[src/rtl/traffic_phase_sequencer.sv]
// traffic_phase_sequencer: sequences the NS/EW vehicle heads and the pedestrian
// walk lamp from the upstream 2-bit traffic mode (00 day, 01 night, 10 ped, 11 emg).
// Timed phases count `tick` pulses. Emergency preemption does not wait for a tick.
// Build option PED_REQ_LATCH_EN: when it is defined, a pedestrian request is held
// in a sticky latch. When it is not defined, a request counts only while mode is 10.
`timescale 1ns/1ps
module traffic_phase_sequencer #(
    parameter int CNT_W    = 6,
    parameter int GREEN_T  = 20,
    parameter int YELLOW_T = 3,
    parameter int ALLRED_T = 2,
    parameter int WALK_T   = 10
) (
    input  logic       clk,
    input  logic       rst,
    input  logic       tick,
    input  logic [1:0] mode,
    output logic [2:0] nsLight,
    output logic [2:0] ewLight,
    output logic       walk,
    output logic [3:0] phase,
    output logic       pedPending
);

    typedef enum logic [3:0] {
        NS_G  = 4'd0,
        NS_Y  = 4'd1,
        RED_A = 4'd2,
        EW_G  = 4'd3,
        EW_Y  = 4'd4,
        RED_B = 4'd5,
        WALK  = 4'd6,
        EMG   = 4'd7,
        FLASH = 4'd8
    } state_t;

    state_t            state, state_nx;
    logic [CNT_W-1:0]  timer, load_val;
    logic              flash;
    logic              ret_ew, ret_ew_nx;
    logic              emg, night, done;

    // A duration of 0 is treated as 1, so the timer is loaded with 0 in both cases.
    function automatic logic [CNT_W-1:0] dur_m1(input int d);
        return (d <= 1) ? '0 : CNT_W'(d - 1);
    endfunction

    assign emg   = (mode == 2'b11);
    assign night = (mode == 2'b01);
    assign done  = tick && (timer == '0);

`ifdef PED_REQ_LATCH_EN
    logic ped_q;

    // Sticky request: set by mode 10, cleared on entry to WALK or by reset.
    always_ff @(posedge clk or posedge rst) begin
        if (rst)
            ped_q <= 1'b0;
        else if (state_nx == WALK && state != WALK)
            ped_q <= 1'b0;
        else if (mode == 2'b10)
            ped_q <= 1'b1;
    end

    assign pedPending = ped_q;
`else
    assign pedPending = (mode == 2'b10);
`endif

    // Next-state decision. Priority: emergency, then pending pedestrian, then night, then day.
    always_comb begin
        state_nx  = state;
        ret_ew_nx = ret_ew;
        case (state)
            NS_G:  if (emg || done) state_nx = NS_Y;
            NS_Y:  if (done) state_nx = emg ? EMG : RED_A;
            RED_A: begin
                if (emg)
                    state_nx = EMG;
                else if (done) begin
                    if (pedPending) begin
                        state_nx  = WALK;
                        ret_ew_nx = 1'b1;
                    end else if (night)
                        state_nx = FLASH;
                    else
                        state_nx = EW_G;
                end
            end
            EW_G:  if (emg || done) state_nx = EW_Y;
            EW_Y:  if (done) state_nx = emg ? EMG : RED_B;
            RED_B: begin
                if (emg)
                    state_nx = EMG;
                else if (done) begin
                    if (pedPending) begin
                        state_nx  = WALK;
                        ret_ew_nx = 1'b0;
                    end else if (night)
                        state_nx = FLASH;
                    else
                        state_nx = NS_G;
                end
            end
            WALK: begin
                if (emg)
                    state_nx = EMG;
                else if (done)
                    state_nx = ret_ew ? EW_G : NS_G;
            end
            EMG:   if (!emg) state_nx = RED_B;
            FLASH: begin
                if (emg)
                    state_nx = EMG;
                else if (!night)
                    state_nx = RED_B;
            end
            default: state_nx = RED_B;
        endcase
    end

    // Duration of the state being entered. Untimed states load 0.
    always_comb begin
        load_val = '0;
        case (state_nx)
            NS_G, EW_G:   load_val = dur_m1(GREEN_T);
            NS_Y, EW_Y:   load_val = dur_m1(YELLOW_T);
            RED_A, RED_B: load_val = dur_m1(ALLRED_T);
            WALK:         load_val = dur_m1(WALK_T);
            default:      load_val = '0;
        endcase
    end

    // State register and the return flag used to leave WALK.
    always_ff @(posedge clk or posedge rst) begin
        if (rst) begin
            state  <= RED_B;
            ret_ew <= 1'b0;
        end else begin
            state  <= state_nx;
            ret_ew <= ret_ew_nx;
        end
    end

    // Phase timer: reloads on every state change and counts down on tick.
    always_ff @(posedge clk or posedge rst) begin
        if (rst)
            timer <= dur_m1(ALLRED_T);
        else if (state_nx != state)
            timer <= load_val;
        else if (tick && timer != '0)
            timer <= timer - CNT_W'(1);
    end

    // Flash phase bit: set on entry to FLASH and toggled on each tick while in FLASH.
    always_ff @(posedge clk or posedge rst) begin
        if (rst)
            flash <= 1'b0;
        else if (state_nx != FLASH)
            flash <= 1'b0;
        else if (state != FLASH)
            flash <= 1'b1;
        else if (tick)
            flash <= ~flash;
    end

    // Lamp decode from the registered state only. Every head is red unless the state overrides it.
    always_comb begin
        nsLight = 3'b100;
        ewLight = 3'b100;
        walk    = 1'b0;
        case (state)
            NS_G:  nsLight = 3'b001;
            NS_Y:  nsLight = 3'b010;
            EW_G:  ewLight = 3'b001;
            EW_Y:  ewLight = 3'b010;
            WALK:  walk    = 1'b1;
            FLASH: begin
                nsLight = flash ? 3'b010 : 3'b000;
                ewLight = flash ? 3'b100 : 3'b000;
            end
            default: ;
        endcase
    end

    assign phase = state;

endmodule

[config.mk]
export PLATFORM = sky130hd
export DESIGN_NAME = traffic_phase_sequencer
export DESIGN_NICKNAME = d
export VERILOG_FILES = /design/src/rtl/traffic_phase_sequencer.sv
export SDC_FILE = /design/constraint.sdc
export NUM_CORES = 1
export LEC_CHECK = 0
export ABC_AREA = 1
export CORE_ASPECT_RATIO = 0.9
export CORE_MARGIN = 2
export CORE_UTILIZATION = 58
export DETAILED_ROUTE_END_ITERATION = 16
export PLACE_DENSITY = 0.93
export SETUP_SLACK_MARGIN = 0.1
export SLEW_MARGIN = 10
export SYNTH_ARGS = -nofsm -noshare
export SYNTH_HDL_FRONTEND = slang
export SYNTH_SLANG_ARGS = --single-unit
[constraint.sdc]
create_clock -name clk -period 5.76 [get_ports clk]
set_clock_uncertainty 0.15 [all_clocks]
set_input_delay 1.44 -clock clk [delete_from_list [all_inputs] [get_ports clk]]
set_output_delay 1.44 -clock clk [all_outputs]
set_load 0.05 [all_outputs]
==> results.sh, run 1 <==
export IMPL_run_status="finished, final reports clean"
export IMPL_grt_first_pass_wirelength_um=5390
export IMPL_r2r_start="timer[0]"
export IMPL_max_stage_delay_ns=0.82
export IMPL_synthFlopType="dfrtp_1"
export IMPL_drive_gt1_share_pct=14.0
export IMPL_dr_pass1_iters=4
export IMPL_instances_no_fill=248
export IMPL_syn_nets=216
export IMPL_wl_um=3210
export IMPL_hold_path_class="reg2reg"
export IMPL_max_slew_margin_pct=65.3
export IMPL_tightest_slew_ns=0.520
export IMPL_setup_viol=0
export IMPL_syn_area_um2=1330
export IMPL_max_freq_mhz=216
export IMPL_finalCritPeriodShare_pct=80.2
export IMPL_cts_resized=0
export IMPL_cts_made_buffers=3
export IMPL_leakagePower_nw=0.812
export IMPL_synth_seq_area_share_pct=22.8
export IMPL_clk_latency_ns=0.28
export IMPL_ant_nets=0
export IMPL_syn_instance_count=205
export IMPL_antenna_found_initial=0
export IMPL_wire_per_inst_um=12.9
export IMPL_synth_edf_count=0
export IMPL_setup_ws_ns=1.14
export IMPL_min_path_cells=2
export IMPL_whs_endpoint="ret_ew"
export IMPL_endpoint_kind="output port"
export IMPL_diodes=0
export IMPL_reg2reg_slack_ns=3.32
export IMPL_grt_max_degree=14
export IMPL_maxSlewViolCount=0
export IMPL_synthDistinctLibCells=36
export IMPL_finalPower_w=0.00103
export IMPL_core_area_um2=2180
export IMPL_cts_setup_buffers=0
export IMPL_cp_common_cell="clkdlybuf4s50_1"
export IMPL_fin_crit_ns=4.62
export IMPL_grt_total_usage_pct=27.3
export IMPL_irDropWorstVdd_mv=0.512
export IMPL_crit_chain="clkdlybuf4s50_1 > inv_1 > ha_1 > clkdlybuf4s50_1"
export IMPL_drtIter0Drc=41
export IMPL_dp_hpwl_um=2550
export IMPL_ios=17
export IMPL_cts_hold_buffers_added=0
export IMPL_maxCapViolations=0
export IMPL_slowest_stage="clkdlybuf4s50_1"
export IMPL_globalplace_congestion=0.919
export IMPL_synth_top_area_cell="nand2_1"
export IMPL_cts_max_level=1
export IMPL_pwr_density_cell_nw_per_um2=675
export IMPL_die_y_um=49.5
export IMPL_placementRows=16
export IMPL_critPathTopFamily="buffers and inverters"
export IMPL_required_ns=4.17
export IMPL_min_delay_start="ret_ew"
export IMPL_start_util_pct=61.0
export IMPL_cts_tree="built"
export IMPL_synth_seq_cells=12
export IMPL_synth_most_common_cell="nand2_1"
export IMPL_async_flop_share_pct=100
export IMPL_rr_endpoint="timer[3]"
export IMPL_path_class="in2out"
export IMPL_synthTopCellsByCount="nand2_1 (71), nand3_1 (21), inv_1 (20), nor2_1 (19), dfrtp_1 (9)"
export IMPL_worst_r2r_path_depth=15
export IMPL_grt_pass1_vias=1267
export IMPL_crit_fanout=4
export IMPL_syn_avg_cell_area_um2=6.49
export IMPL_fin_tns_setup_ns=0
export IMPL_die_w_um=54.5
export IMPL_ys_warn_count=0
export IMPL_drc=0
export IMPL_root_buffer="clkbuf_4"
export IMPL_clkSlewWorstSetupHoldPaths_ns=0.07
export IMPL_fin_nets=233
export IMPL_yosysTopAreaCellShare_pct=20.0
export IMPL_critPathLaunchType="input pin"
export IMPL_gr_total_overflow=0
export IMPL_whs_ns=0.354
export IMPL_dieArea_um2=2700
export IMPL_vias=1381
export IMPL_ys_top_cells_by_area="nand2_1 (20%), dfrtp_1 (17%), nand3_1 (7.9%), dfstp_2 (5.9%), ha_1 (5.6%)"
export IMPL_cts_sinks=12
export IMPL_hold_violations=0
export IMPL_port_buffers=16
export IMPL_via_per_inst=5.57
export IMPL_critical_path_buf_inv_count=3
export IMPL_syn_to_final_growth_pct=14.5
export IMPL_arrival_ns=3.03
export IMPL_clk_path_buf_depth=2
export IMPL_rsz0062_at_grt="false"
export IMPL_place_inst=244
export IMPL_place_ws_ns=1.14
cell families (layout without fill, tap and decap cells):
kind of cell / Yosys count / count (layout) / synth area share [%]
AND/OR/NAND/NOR: 135 / 135 / 51.1
buffers and inverters: 32 / 48 / 10.2
AO/OA/AOI/OAI: 14 / 14 / 6.20
flip-flops: 12 / 12 / 22.8
adder cells (fa/ha/maj): 6 / 6 / 5.64
XOR/XNOR: 6 / 6 / 3.95
placed cells by master (no fill, tap or decap), types with 3 or more instances in the layout:
master / Yosys / layout
nand3_1: 21 / 21
nand4_1: 4 / 4
inv_1: 20 / 20
nor2_1: 19 / 19
inv_2: 4 / 4
nand2_2: 3 / 3
clkdlybuf4s50_1: 0 / 16
dfrtp_1: 9 / 9
nand2_1: 71 / 71
o21ai_0: 4 / 4
xnor2_1: 4 / 4
nor2_2: 4 / 4
dfstp_2: 3 / 3
nor2_4: 5 / 5
clkbuf_4: 0 / 3
ha_1: 6 / 6
a21oi_1: 4 / 4
worst reg2reg max path, delay by kind of cell, from the launching register on:
family,cells,cell delay (ns)
buf+inv,1,0.08
simple gates,13,1.35
flops,1,0.52
fa+ha+maj,1,0.28
per-layer routing:
metal	vias to the layer above	share of wire [%]	GRT usage (%)
met2	57	49	44.8
li1	678	-	-
met5	-	0	0
met4	0	0.75	6.67
met1	642	43	36.3
met3	4	7.1	5.45
registers in the layout (all words and copies together) (netlist names):
name    flops
timer       6
phase       4
flash       1
ret_ew      1
report_power, final:
| part | internal, W | total (W) | switching, W | leakage [nW] |
|---|---|---|---|---|
| clock | 0.0000269 | 0.0000572 | 0.0000303 | 0.0150 |
| combinational | 0.000257 | 0.000790 | 0.000533 | 0.647 |
| sequential | 0.000128 | 0.000182 | 0.0000542 | 0.150 |
| total | 0.000412 | 0.00103 | 0.000618 | 0.812 |
area by class of cell:
| class | instances | area (µm²) |
|---|---|---|
| clock buffers | 4 | 26.3 |
| well taps | 27 | 33.8 |
| multi-input cells | 161 | 891 |
| flip-flops and latches | 12 | 304 |
| repair buffers | 16 | 160 |
| fillers | 198 | 658 |
| inverters | 28 | 109 |
metrics by stage:
stage | cell area [µm²] | utilization (%)
CTS | 1520 | 69.8
detailed placement | 1500 | 68.6
global route | 1520 | 69.8
floorplan | 1330 | -
global placement | 1500 | 68.6
finish | 1520 | 69.8
how the worst max path moves through the flow:
| stage | cells after the start | startpoint | end | slack, ns |
|---|---|---|---|---|
| 6_report | 4 | mode[0] | pedPending | 1.14 |
| 5_1_grt | 4 | mode[0] | pedPending | 1.13 |
| 4_1_cts | 4 | mode[0] | pedPending | 1.14 |
| 3_5_place_dp | 4 | mode[0] | pedPending | 1.14 |
| 3_3_place_gp | 4 | mode[0] | pedPending | 1.19 |
| 2_1_floorplan | 5 | phase[0] | ewLight[2] | 1.42 |
Power figures use the tool's default switching activity.
==> run 2, diff against run 1 <==
CORE_UTILIZATION = 55   (was 58)
PLACE_DENSITY = 0.89   (was 0.93)
clock period = 4.6 ns   (was 5.76 ns; I/O delays follow)
==> run 2 against run 1 <==
Sequential power up 24%. Utilization down 1.9 points. Hold slack worse by 0.0097 ns. Design area unchanged. Worst setup slack worse by 0.59 ns. Cell count unchanged. First-iteration DRC count up 17%. Combinational power up 24%. Critical path depth unchanged. Non-clock buffer count unchanged. Via count down 3.0%. Critical endpoint unchanged. Routed wire length down 5.5%.
==> results.sh, run 2 (synthesis results as in run 1) <==
export IMPL_swShare_pct=59.8
export IMPL_slowest_stage="clkdlybuf4s50_1"
export IMPL_run_status="finished, final reports clean"
export IMPL_maxCapViolations=0
export IMPL_fin_nets=233
export IMPL_p_int_w=0.000516
export IMPL_fin_crit_ns=4.05
export IMPL_clk_path_buf_depth=2
export IMPL_globalplace_congestion=0.900
export IMPL_power_frac_seq_pct=17.6
export IMPL_setup_viol=0
export IMPL_ant_nets=0
export IMPL_largest_register="timer"
export IMPL_nFillCells=196
export IMPL_max_stage_delay_ns=0.82
export IMPL_vias=1340
export IMPL_clkSlewWorstSetupHoldPaths_ns=0.09
export IMPL_maxSlewViolCount=0
export IMPL_fin_area_um2=1520
export IMPL_root_buffer="clkbuf_4"
export IMPL_required_ns=3.30
export IMPL_final_cell_mix="nand2_1 (71), nand3_1 (21), inv_1 (20)"
export IMPL_drc=0
export IMPL_ios=17
export IMPL_whs_ns=0.344
export IMPL_die_y_um=50.7
export IMPL_antenna_found_initial=0
export IMPL_cts_setup_buffers=0
export IMPL_largest_reg_flops=6
export IMPL_path_class="in2out"
export IMPL_max_freq_mhz=247
export IMPL_placementRows=16
export IMPL_critPathLaunchType="input pin"
export IMPL_finalCritPeriodShare_pct=88.0
export IMPL_dp_hpwl_um=2410
export IMPL_cts_sinks=12
export IMPL_arrival_ns=2.75
export IMPL_cts_tree="built"
export IMPL_drtIter0Drc=48
export IMPL_cp_common_cell="clkdlybuf4s50_1"
export IMPL_placed_area_um2=1500
export IMPL_hold_violations=0
export IMPL_syn_to_final_growth_pct=14.5
export IMPL_crit_fanout=4
export IMPL_die_w_um=55.9
export IMPL_gr_total_overflow=0
export IMPL_switchingPower_w=0.000766
export IMPL_fin_tns_setup_ns=0
export IMPL_cts_hold_buffers_added=0
export IMPL_core_area_um2=2240
export IMPL_grt_max_degree=14
export IMPL_dr_pass1_iters=4
export IMPL_grt_first_pass_wirelength_um=5150
export IMPL_start_util_pct=59.4
export IMPL_grt_pass1_vias=1152
export IMPL_cts_made_buffers=3
export IMPL_wl_met3_um=218
export IMPL_wire_per_inst_um=12.2
export IMPL_tightest_slew_ns=0.514
export IMPL_clk_latency_ns=0.28
export IMPL_cts_resized=0
export IMPL_highest_layer="met4"
export IMPL_wl_um=3030
export IMPL_crit_chain="clkdlybuf4s50_1 > inv_1 > ha_1 > clkdlybuf4s50_1"
export IMPL_final_util_pct=68.0
export IMPL_cts_max_level=1
export IMPL_power_frac_comb_pct=76.6
export IMPL_wl_met2_um=1400
export IMPL_max_slew_margin_pct=65.7
export IMPL_drive_gt1_share_pct=14.0
export IMPL_final_common_cell="nand2_1"
export IMPL_pwr_density_cell_nw_per_um2=841
export IMPL_endpoint_kind="output port"
export IMPL_leakagePower_nw=0.812
export IMPL_port_buffers=16
export IMPL_diodes=0
export IMPL_dieArea_um2=2830
export IMPL_via_per_inst=5.40
export IMPL_rsz0062_at_grt="false"
export IMPL_clockPowerShare_pct=5.8
export IMPL_hold_path_class="reg2reg"
export IMPL_finalPower_w=0.00128
export IMPL_grt_total_usage_pct=23.5
export IMPL_wl_met1_um=1380
export IMPL_irDropWorstVdd_mv=0.645
## run 2: cell counts in the layout (fill, tap and decap cells not counted)
Identical to the previous run, type by type.
## run 2: per-stage QoR
stage	worst slack [ns]	cells
global route	0.486	248
CTS	0.560	248
floorplan	0.553	205
finish	0.553	248
detailed placement	0.561	244
global placement	0.608	244
## run 2: final timing paths
| kind | to | slack, ns | cells past startpoint | from |
|---|---|---|---|---|
| setup / recovery | pedPending | 0.55 | 4 | mode[0] |
| hold / removal | ret_ew | 0.34 | 2 | ret_ew |
| setup reg to reg | timer[3] | 2.17 | 15 | timer[0] |
| hold reg to reg | ret_ew | 0.34 | 2 | ret_ew |
| max in group asynchronous | phase[2] | 2.92 | 2 | rst |
| min in group asynchronous | ret_ew | 1.03 | 2 | rst |
## run 2: power groups by stage
stage	registers (W)	logic [W]	clock network [W]
2_1_floorplan	0.000235	0.000765	0
5_1_grt	0.000233	0.00109	0.0000813
4_1_cts	0.000226	0.000980	0.0000749
6_report	0.000226	0.000982	0.0000740
3_3_place_gp	0.000228	0.000960	0
3_5_place_dp	0.000227	0.000974	0
## run 2: critical path: cells and delay by family
family | cells | cell delay, ns
buffers and inverters | 3 | 1.38
adders and majority gates | 1 | 0.22
## run 2: cell type report
type / instances / area [µm²] / area share [%]
multi-input combinational: 161 / 891 / 58.5
clock buffer: 4 / 26.3 / 1.72
tap: 27 / 33.8 / 2.22
inverter: 28 / 109 / 7.14
timing repair buffer: 16 / 160 / 10.5
sequential: 12 / 304 / 20.0
## run 2: per-layer routing
layer	vias to the layer above	track usage [%]
li1	686	-
met3	6	5.41
met2	45	38.7
met4	0	7.94
met5	-	0
met1	603	30.5
==> RTL edit 1 (config.mk and constraints of run 1) <==
`CNT_W`: 6 -> 8.
--- a/src/rtl/traffic_phase_sequencer.sv
+++ b/src/rtl/traffic_phase_sequencer.sv
@@ -5,7 +5,7 @@
 // in a sticky latch. When it is not defined, a request counts only while mode is 10.
 `timescale 1ns/1ps
 module traffic_phase_sequencer #(
-    parameter int CNT_W    = 6,
+    parameter int CNT_W    = 8,
     parameter int GREEN_T  = 20,
     parameter int YELLOW_T = 3,
     parameter int ALLRED_T = 2,
Check against the original RTL: same outputs for any inputs over 10 cycles, from zero or initial values and one cycle with rst high; that may be too few to reach the edited logic, so the function may still have changed.
==> RTL edit 1 against run 1 <==
- register-to-register slack worse by 0.05 ns
- non-clock buffer count unchanged
- critical path type unchanged
- setup slack better by 0.11 ns
- area after synthesis up 11%
- sequential cell count up 2
- design area up 11%
- routed wire length up 3.7%
Power is not shown: default switching activity piles up to over one toggle a cycle in this logic, so the estimate is an artifact.
==> RTL edit 1: results (changes against run 1) <==
status finished clean (unchanged); largest net degree at the start of global routing 15 (was 14); worst path arrival time 2.92 ns (was 3.03 ns); cell at the root of the clock tree clkbuf_4 (unchanged); number of resized instances in the post-cts repair step 0 (unchanged); Global Route Usage Sum 26.0% (was 27.3%); number of antenna violations at the first check in global routing 0 (unchanged); sequential share of the synthesized area 24.0% (was 22.8%); top cells by area in the synthesized netlist nand2_1 (21%), dfrtp_1 (19%), inv_1 (7.1%) (was nand2_1 (20%), dfrtp_1 (17%), nand3_1 (7.9%)); post-DR vias/cell 5.40 (was 5.57); length of routed wiring on met1 1530 um (was 1390 um); final weighted congestion in routability-driven placement 0.963 (was 0.919); number of diodes 0 (unchanged); Cell Count Post-Placement 271 (was 244); Detail Placement HPWL 2680 um (was 2550 um); detailed-route via count 1485 (was 1381); Final nets 258 (was 233); post-synth cell types 33 (was 36); register with the most flip-flops timer (unchanged); via count of the first global-routing pass 1315 (was 1267); total number of yosys warnings 0 (unchanged); violation count after the first detailed-routing iteration 81 (was 41); fraction of synthesis flops using an asynchronous set or reset pin 100% (unchanged); setup repair bufs after CTS 0 (unchanged); per-cell routed wire length 12.1 um (was 12.9 um); setup tns final 0 ns (unchanged); fraction of layout instances using a drive strength above 1 17.4% (was 14.0%); net count after synthesis 239 (was 216); number of H-tree levels 1 (unchanged); wire length of the first global-routing pass 6020 um (was 5390 um); slowest stage cell, crit path clkdlybuf4s50_1 (unchanged); slowest cell delay on critical path 0.80 ns (was 0.82 ns); worst-case clock buffer depth 2 (unchanged); total met3 wirelength after detailed routing 313 um (was 228 um); number of iterations in the first detailed-routing pass 4 (unchanged); crit path max fanout 3 (was 4); Avg Cell Area, Syn 6.45 um2 (was 6.49 um2); Port Buffers 16 (unchanged); later-pin clock latency in the skew report 0.28 ns (about the same); DR top layer met4 (unchanged); wire length on met2 1470 um (was 1570 um); clock buffers created by TritonCTS 3 (unchanged); number of flip-flops in the largest register 8 (was 6); most instantiated flip-flop cell in the synthesis netlist dfrtp_1 (unchanged); commonest cells in the netlist nand2_1 (82), inv_1 (28), nand3_1 (20) (was nand2_1 (71), nand3_1 (21), inv_1 (20)); Max-Slew Margin vs Limit 63.6% (was 65.3%); Clk pin slew, worst setup/hold paths 0.08 ns
[RTL edit 1: cell count changes after synthesis, moves of 3 or more]
cell / before / now
nand2_1: 71 / 82
inv_1: 20 / 28
nand2_2: 3 / 10
inv_2: 4 / 8
a21oi_1: 4 / 7
nor2_4: 5 / 2
xnor2_1: 4 / 1
[RTL edit 1: critical path: cells and delay by family]
kind                     cells  cell delay [ns]
buffers and inverters        3             1.33
adder cells (fa/ha/maj)      1             0.15
[RTL edit 1: path summary, 6_finish.rpt]
check	from	to	slack (ns)	cells past startpoint
worst min-delay path	timer[0]	timer[0]	0.32	2
min in group asynchronous	rst	flash	1.34	2
worst min register to register	timer[0]	timer[0]	0.32	2
worst max register to register	timer[0]	timer[4]	3.27	19
max in group asynchronous	rst	timer[0]	3.74	2
worst max-delay path	mode[0]	pedPending	1.25	4
[RTL edit 1: area by class of cell]
class                      instances  area, um2
multi-input combinational        177        975
fill                             209        739
sequential                        14        354
timing repair buffer              16        160
inverter                          36        135
tap                               28       35.0
clock buffer                       4       26.3
[RTL edit 1: kinds of logic (layout without fill, tap and decap cells)]
logic type	after synthesis	in the layout	share of synthesized area (%)
adder cells (fa/ha/maj)	5	5	4.24
AND/OR/NAND/NOR	155	155	53.9
AO/OA/AOI/OAI	13	13	5.51
flip-flops	14	14	24.0
XOR/XNOR	4	4	2.37
buffers and inverters	38	56	10.0
[RTL edit 1: routing by layer]
layer	vias up	GRT usage (%)
met5	-	0
met4	0	3.10
met1	656	38.1
li1	756	-
met3	4	5.47
met2	69	40.8
[RTL edit 1: stage by stage]
| step | worst slack [ns] | cell area, um2 | utilization, % | hold slack (ns) |
|---|---|---|---|---|
| 2_1_floorplan | 1.60 | 1480 | - | 0.296 |
| 3_3_place_gp | 1.26 | 1660 | 68.4 | 0.307 |
| 3_5_place_dp | 1.24 | 1660 | 68.4 | 0.316 |
| 4_1_cts | 1.24 | 1690 | 69.5 | 0.328 |
| 5_1_grt | 1.20 | 1690 | 69.5 | 0.349 |
| 6_report | 1.25 | 1690 | 69.5 | 0.324 |
==> RTL edit 2 (flow settings as in run 1) <==
Made on the original files. Register the output `ewLight`, without a reset; this adds one clock of latency there. The other outputs are not delayed to match.
--- a/src/rtl/traffic_phase_sequencer.sv
+++ b/src/rtl/traffic_phase_sequencer.sv
@@ -33,6 +33,8 @@
         EMG   = 4'd7,
         FLASH = 4'd8
     } state_t;
+
+    logic [2:0] ewLight_d;
 
     state_t            state, state_nx;
     logic [CNT_W-1:0]  timer, load_val;
@@ -167,17 +169,17 @@
     // Lamp decode from the registered state only. Every head is red unless the state overrides it.
     always_comb begin
         nsLight = 3'b100;
-        ewLight = 3'b100;
+        ewLight_d = 3'b100;
         walk    = 1'b0;
         case (state)
             NS_G:  nsLight = 3'b001;
             NS_Y:  nsLight = 3'b010;
-            EW_G:  ewLight = 3'b001;
-            EW_Y:  ewLight = 3'b010;
+            EW_G:  ewLight_d = 3'b001;
+            EW_Y:  ewLight_d = 3'b010;
             WALK:  walk    = 1'b1;
             FLASH: begin
                 nsLight = flash ? 3'b010 : 3'b000;
-                ewLight = flash ? 3'b100 : 3'b000;
+                ewLight_d = flash ? 3'b100 : 3'b000;
             end
             default: ;
         endcase
@@ -185,5 +187,9 @@
 
     assign phase = state;
 
+    always_ff @(posedge clk) begin
+        ewLight <= ewLight_d;
+    end
+
 endmodule
 
Formal check against the unedited RTL: not equivalent (Yosys sat finds a counterexample within 4 cycles, from zero or initial values and one cycle with rst high).
==> RTL edit 2 against run 1 <==
- power is 7.3% lower
- design area up 2.6%
- area after synthesis is 2.1% higher
- setup slack improved by 0.046 ns
- routed wire length fell by 2.9%
- sequential share of layout area grew 3.3 points
- sequential cell count increased by 3
- first-iteration DRC count rose by 83%
- core utilization is 1.2 points higher
- largest power group unchanged
==> RTL edit 2: results (changes against run 1) <==
placed standard-cell area 0.00154 mm2 (was 0.00150 mm2); Global Route Usage Sum 27.0% (was 27.3%); length of routed wiring on met1 1380 um (was 1390 um); leakage dissipation 0.869 nW (was 0.812 nW); power density of the placed cells 610 mW/mm2 (was 675 mW/mm2); Post-Place Setup Slack 1.20 ns (was 1.14 ns); status finished clean (unchanged); terminus of the critical flop-to-flop path timer[4] (was timer[3]); post-synth cell types 32 (was 36); Clk power 0.0000632 W (was 0.0000572 W); fraction of layout instances using a drive strength above 1 15.2% (was 14.0%); largest net degree at the start of global routing 13 (was 14); via count of the first global-routing pass 1251 (was 1267); commonest cells in the netlist nand2_1 (67), inv_1 (24), nor2_1 (20) (was nand2_1 (71), nand3_1 (21), inv_1 (20)); top cells by area in the synthesized netlist nand2_1 (19%), dfrtp_1 (17%), nand3_1 (7.0%) (was nand2_1 (20%), dfrtp_1 (17%), nand3_1 (7.9%)); Sequential Power 0.000194 W (was 0.000182 W); fraction of synthesis flops using an asynchronous set or reset pin 80.0% (was 100%); worst path arrival time 2.99 ns (was 3.03 ns); wire length of the first global-routing pass 5460 um (was 5390 um); total met3 wirelength after detailed routing 294 um (was 228 um); per-cell routed wire length 12.5 um (was 12.9 um); detailed-route via count 1372 (was 1381); wire length on met2 1420 um (was 1570 um); Post-Synth XOR/XNOR Area 3.22% (was 3.95%); met1 routing resource usage after global routing 38.3% (was 36.3%)
## RTL edit 2: area by class of cell
| cell class | instances | area share [%] |
|---|---|---|
| Multi-Input combinational cell | 157 | 55.1 |
| Sequential cell | 15 | 23.3 |
| Timing Repair Buffer | 16 | 10.2 |
| Inverter | 31 | 7.44 |
| Tap cell | 27 | 2.16 |
| Clock buffer | 3 | 1.44 |
| Clock inverter | 1 | 0.320 |
## RTL edit 2: worst max-delay path by stage
stage / slack [ns] / to / startpoint
5_1_grt: 1.11 / pedPending / mode[0]
6_report: 1.18 / pedPending / mode[0]
3_3_place_gp: 1.23 / pedPending / mode[0]
3_5_place_dp: 1.20 / pedPending / mode[0]
4_1_cts: 1.19 / pedPending / mode[0]
2_1_floorplan: 2.23 / pedPending / mode[0]
## RTL edit 2: stage by stage
stage	instances	utilization (%)
5_1_grt	250	71.0
3_5_place_dp	246	69.8
4_1_cts	250	71.0
2_1_floorplan	205	-
6_report	250	71.0
3_3_place_gp	246	69.8
